$ cat src/rtl/fir_ctrl_pkg.sv
// rtl/fir_ctrl_pkg.sv - shared encodings for the 4-tap FIR sequencing controller
package fir_ctrl_pkg;

  typedef enum logic [2:0] {
    OP_NOP   = 3'd0,
    OP_COPY  = 3'd1,
    OP_LOAD1 = 3'd2,
    OP_LOAD2 = 3'd3,
    OP_ADD   = 3'd4,
    OP_SUB   = 3'd5,
    OP_MUL   = 3'd6
  } op_t;

  localparam int R_ACC = 1;
  localparam int R_S0  = 2;
  localparam int R_S1  = 3;
  localparam int R_S2  = 4;
  localparam int R_S3  = 5;
  localparam int R_F0  = 6;
  localparam int R_F1  = 7;
  localparam int R_F2  = 8;
  localparam int R_F3  = 9;
  localparam int R_TMP = 10;

  typedef enum logic [3:0] {
    IDLE  = 4'd0,
    LOADC = 4'd1,
    SH3   = 4'd2,
    SH2   = 4'd3,
    SH1   = 4'd4,
    STORE = 4'd5,
    ZERO  = 4'd6,
    MUL1  = 4'd7,
    ADD1  = 4'd8,
    MUL2  = 4'd9,
    SUB2  = 4'd10,
    MUL3  = 4'd11,
    ADD3  = 4'd12,
    MUL4  = 4'd13,
    SUB4  = 4'd14,
    EIDLE = 4'd15
  } state_t;

endpackage

$ cat src/rtl/fir_controller.sv
// rtl/fir_controller.sv - sample shift / 4-tap alternating-sign MAC sequencer
module fir_controller
  import fir_ctrl_pkg::*;
#(
  parameter int RADDR_W = 4
) (
  input  logic               clk,
  input  logic               n_reset,
  input  logic               data_ready,
  input  logic               load_coeff,
  input  logic [1:0]         coefficient_num,
  input  logic               overflow,
  output logic               cnt_up,
  output logic               clear,
  output logic               modwait,
  output logic [2:0]         op,
  output logic [RADDR_W-1:0] src1,
  output logic [RADDR_W-1:0] src2,
  output logic [RADDR_W-1:0] dest,
  output logic               err
);

  state_t     state_q, state_d;
  logic       modwait_q, modwait_d;
  logic [1:0] cidx_q, cidx_d;

  always_ff @(posedge clk) begin
    if (!n_reset) begin
      state_q   <= IDLE;
      modwait_q <= 1'b0;
      cidx_q    <= 2'd0;
    end else begin
      state_q   <= state_d;
      modwait_q <= modwait_d;
      cidx_q    <= cidx_d;
    end
  end

  always_comb begin
    state_d = state_q;
    cidx_d  = cidx_q;
    case (state_q)
      IDLE, EIDLE: begin
        if (data_ready) begin
          state_d = SH3;
        end else if (load_coeff) begin
          state_d = LOADC;
          cidx_d  = coefficient_num;
        end
      end
      LOADC: state_d = IDLE;
      SH3:   state_d = SH2;
      SH2:   state_d = SH1;
      SH1:   state_d = STORE;
      STORE: state_d = ZERO;
      ZERO:  state_d = overflow ? EIDLE : MUL1;
      MUL1:  state_d = ADD1;
      ADD1:  state_d = overflow ? EIDLE : MUL2;
      MUL2:  state_d = SUB2;
      SUB2:  state_d = overflow ? EIDLE : MUL3;
      MUL3:  state_d = ADD3;
      ADD3:  state_d = overflow ? EIDLE : MUL4;
      MUL4:  state_d = SUB4;
      SUB4:  state_d = overflow ? EIDLE : IDLE;
      default: state_d = IDLE;
    endcase
    // Registered so the loader sees busy for the whole cycle the sequence occupies.
    modwait_d = !(state_d inside {IDLE, EIDLE});
  end

  op_t op_w;

  always_comb begin
    op_w   = OP_NOP;
    src1   = '0;
    src2   = '0;
    dest   = '0;
    cnt_up = 1'b0;
    err    = 1'b0;
    case (state_q)
      LOADC: begin
        op_w = OP_LOAD2;
        dest = RADDR_W'(R_F0 + int'(cidx_q));
      end
      SH3: begin
        op_w = OP_COPY; src1 = RADDR_W'(R_S2); dest = RADDR_W'(R_S3);
      end
      SH2: begin
        op_w = OP_COPY; src1 = RADDR_W'(R_S1); dest = RADDR_W'(R_S2);
      end
      SH1: begin
        op_w = OP_COPY; src1 = RADDR_W'(R_S0); dest = RADDR_W'(R_S1);
      end
      STORE: begin
        op_w = OP_LOAD1; dest = RADDR_W'(R_S0);
      end
      ZERO: begin
        op_w   = OP_SUB;
        src1   = RADDR_W'(R_ACC);
        src2   = RADDR_W'(R_ACC);
        dest   = RADDR_W'(R_ACC);
        cnt_up = 1'b1;
      end
      MUL1: begin
        op_w = OP_MUL; src1 = RADDR_W'(R_S0); src2 = RADDR_W'(R_F0); dest = RADDR_W'(R_TMP);
      end
      MUL2: begin
        op_w = OP_MUL; src1 = RADDR_W'(R_S1); src2 = RADDR_W'(R_F1); dest = RADDR_W'(R_TMP);
      end
      MUL3: begin
        op_w = OP_MUL; src1 = RADDR_W'(R_S2); src2 = RADDR_W'(R_F2); dest = RADDR_W'(R_TMP);
      end
      MUL4: begin
        op_w = OP_MUL; src1 = RADDR_W'(R_S3); src2 = RADDR_W'(R_F3); dest = RADDR_W'(R_TMP);
      end
      ADD1, ADD3, SUB2, SUB4: begin
        // Even taps add, odd taps subtract the product held in the temp register.
        op_w = (state_q inside {ADD1, ADD3}) ? OP_ADD : OP_SUB;
        src1 = RADDR_W'(R_ACC);
        src2 = RADDR_W'(R_TMP);
        dest = RADDR_W'(R_ACC);
      end
      EIDLE: err = 1'b1;
      default: ;
    endcase
  end

  assign op      = op_w;
  assign modwait = modwait_q;
  assign clear   = 1'b0;

endmodule

$ cat config.mk
export PLATFORM = sky130hd
export DESIGN_NAME = fir_controller
export DESIGN_NICKNAME = d
export VERILOG_FILES = /design/src/rtl/fir_ctrl_pkg.sv /design/src/rtl/fir_controller.sv
export SDC_FILE = /design/constraint.sdc
export NUM_CORES = 1
export LEC_CHECK = 0
export BUFFER_PORTS_ARGS = -buffer_cell sky130_fd_sc_hd__clkbuf_2
export CAP_MARGIN = 30
export CORE_MARGIN = 4
export CORE_UTILIZATION = 38
export DETAILED_ROUTE_END_ITERATION = 8
export GPL_ROUTABILITY_DRIVEN = 0
export HOLD_SLACK_MARGIN = 0.1
export PLACE_DENSITY = 0.66
export SLEW_MARGIN = 40
export SYNTH_ARGS = -nofsm -noshare
export SYNTH_HDL_FRONTEND = slang
export SYNTH_SLANG_ARGS = --single-unit
$ cat constraint.sdc
create_clock -name clk -period 1.6 [get_ports clk]
set_clock_uncertainty 0.1 [all_clocks]
set_input_delay 0.32 -clock clk [delete_from_list [all_inputs] [get_ports clk]]
set_output_delay 0.32 -clock clk [all_outputs]
set_load 0.005 [all_outputs]
==> reports/results.tsv <==
stage	metric	value	unit
drt	vias	874	
place	hpwlAfterDp	1.35	mm
timing	setup_ws	-0.170	ns
drt	drt_iter0_markers	12	
drt	drc	0	
drt	ant_nets	0	
global_routing	antenna_found_initial	0	
power	ir_drop	0.739	mV
yosys	synth_top_area_cell	dfxtp_1	
setup_path	critPathKind	flop to output port	
run_status	failed_checks	setup timing	
timing	finalSetupTns	-1.01	ns
clocking	clk_latency	0.25	ns
clocking	clkTransAtPathRegs	0.05	ns
die	core_area	0.00176	mm^2
worst_hold_path	hp-class	primary input to flop	
die	pin_count	26	
die	initial_utilization	40.6	%
yosys	yosys.area.top_type_share	19.5	%
global_routing	grt_max_degree	13	
setup_path	slowest_stage	dfxtp_4	
power	p_total	986	uW
setup_path	crit_arrival	1.35	ns
setup_path	reg2reg_from	state_q[2]	
global_routing	grt_pass1_wl	3.54	mm
yosys	synthArstFlopShare	0	%
yosys	ys_seq_elements	7	
clocking	hold_buffers	0	
drt	post_drt_wl_per_cell	13.9	um
yosys	avgSynthCellArea	7.39	um^2
clocking	cts_tree	built	
clocking	cts_buffers	3	
yosys	ys_warn_count	0	
clocking	cts_sinks	7	
clocking	htreeDepth	1	
drt	wl_met2	1.28	mm
drt	firstDrtPassIters	4	
yosys	syn_area	717	um^2
timing	min_period	1.77	ns
worst_hold_path	worstHoldStart	n_reset	
setup_path	critPathRequiredTime	1.18	ns
setup_path	cp-end-kind	output port	
yosys	synth.area.top_cells	dfxtp_1 (20%), nor2_1 (6.3%), nand2b_1 (6.1%), o21ai_0 (4.9%), a21oi_1 (4.2%)	
yosys	ys_seq_area_share	19.5	%
drt	route.met3.wl	109	um
drt	wl_met1	881	um
setup_path	slowest_delay	0.38	ns
die	die_area	0.00265	mm^2
setup_path	start_kind	flop	
power	p_leak	0.000575	uW
timing	finalHoldViolations	0	
die	die-height	51.4	um
global_routing	grt_util_all_layers	16.7	%
job	max_cap_viol_count	0	
drt	drt_wl_total	2.30	mm
timing	max_freq	565	MHz
finish	n_antenna_cell	0	
timing	slew_violations	0	
finish	syn_to_final_growth	73.1	%
setup_path	crit_chain	clkbuf_16 -> nor2_4 -> mux2_2 -> a22o_1 -> clkbuf_2	
setup_path	cp_max_fo	5	
timing	timing.final.crit_share	111	%
yosys	synth_edf_count	0	
clocking	clockBufferDepth	2	
finish	layout-drive-gt1-share	57.4	%
global_routing	grt_pass1_vias	880	
timing	grt_setup_unrepaired	true	
place	port_buffers	23	
yosys	syn-instance-count	97	
place	pre_cts_ws	-0.0600	ns
power	power.density	794	mW/mm^2
die	row_count	15	
yosys	ys_types	39	
clocking	clockRootBuffer	clkbuf_4	
setup_path	crit_path_start	state_q[3]	
timing	setup_viol_count_final	16	
yosys	ys.flop_type	dfxtp_1	
finish	nNetsFinal	149	
timing	holdWs	0.194	ns
finish	final_cell_mix	clkbuf_2 (13), buf_4 (13), buf_6 (11)	
die	die_width	51.4	um
run_status	run_status	finished with violations	
drt	highest_layer	met4	
drt	vias_per_cell	5.27	
global_routing	overflow	0	
[worst max-delay path, delay by kind of cell (launching register included)]
kind / cells / cell delay (ns)
buffers and inverters: 2 / 0.26
AND/OR/NAND/NOR: 1 / 0.03
multiplexers: 1 / 0.25
AO/OA/AOI/OAI: 1 / 0.18
flip-flops: 1 / 0.38
[through the flow]
step                cells  util, %  area (um^2)
global placement      147     50.9          898
finish                166     70.4         1240
floorplan              98        -          723
CTS                   162     62.7         1110
global route          166     70.4         1240
detailed placement    147     50.9          898
[logic make-up (layout without fill, tap and decap cells)]
group	Yosys count	count (layout)	synth area share, %
xor gates and xnor gates	3	3	3.67
other	1	2	0.523
DFF	7	7	19.5
muxes	3	3	4.36
AOI/OAI and AO/OA	33	33	33.9
and+or+nand+nor	36	36	26.5
buffers and inverters	14	57	11.5
[state kept, by name, summed over array words and instances, names as in the netlist]
name,cells
modwait,1
state_q,4
cidx_q,2
[metal layers]
metal	GRT usage, %	up-vias
met5	0	-
met4	6.99	0
met3	1.75	4
met2	33.3	29
met1	17.2	406
li1	-	435
[timing repair]
item                                    4_1_cts  5_1_grt
endpoints found under the setup margin       15       18
gates cloned                                  2        1
pin swaps                                     6        6
gates resized for setup                      25       31
endpoints found under the hold margin         0        0
buffers inserted                              9        3
[worst paths after layout]
check	slack, ns	depth (start not counted)	end
setup / recovery	-0.17	5	src1[0]
hold / removal	0.19	3	modwait
setup reg to reg	-0.07	7	modwait
hold reg to reg	0.40	2	cidx_q[0]
[where the power goes]
group          leakage [uW]  switching (uW)  internal (uW)
clock             0.0000150            63.0           95.0
combinational      0.000500             274            330
sequential        0.0000599            26.6            197
[final cells by class]
cell class              count  area (um^2)
inverters                   3         11.3
multi-input cells          77          596
flip-flops and latches      7          153
clock buffers               4         26.3
repair buffers             50          424
fillers                   165          523
well taps                  25         31.3
[synthesized netlist by cell type (2+ instances only)]
master,count
mux2i_1,2
buf_4,2
o32ai_1,2
dfxtp_1,7
nor3_1,2
a21oi_1,6
o22ai_1,2
nand2b_1,7
a21boi_0,2
o21a_1,2
buf_6,2
nand2_1,8
o21ai_0,7
inv_1,3
buf_2,6
nor2_1,12
xnor2_1,3
Note: power is estimated with default switching activity, not from simulation.
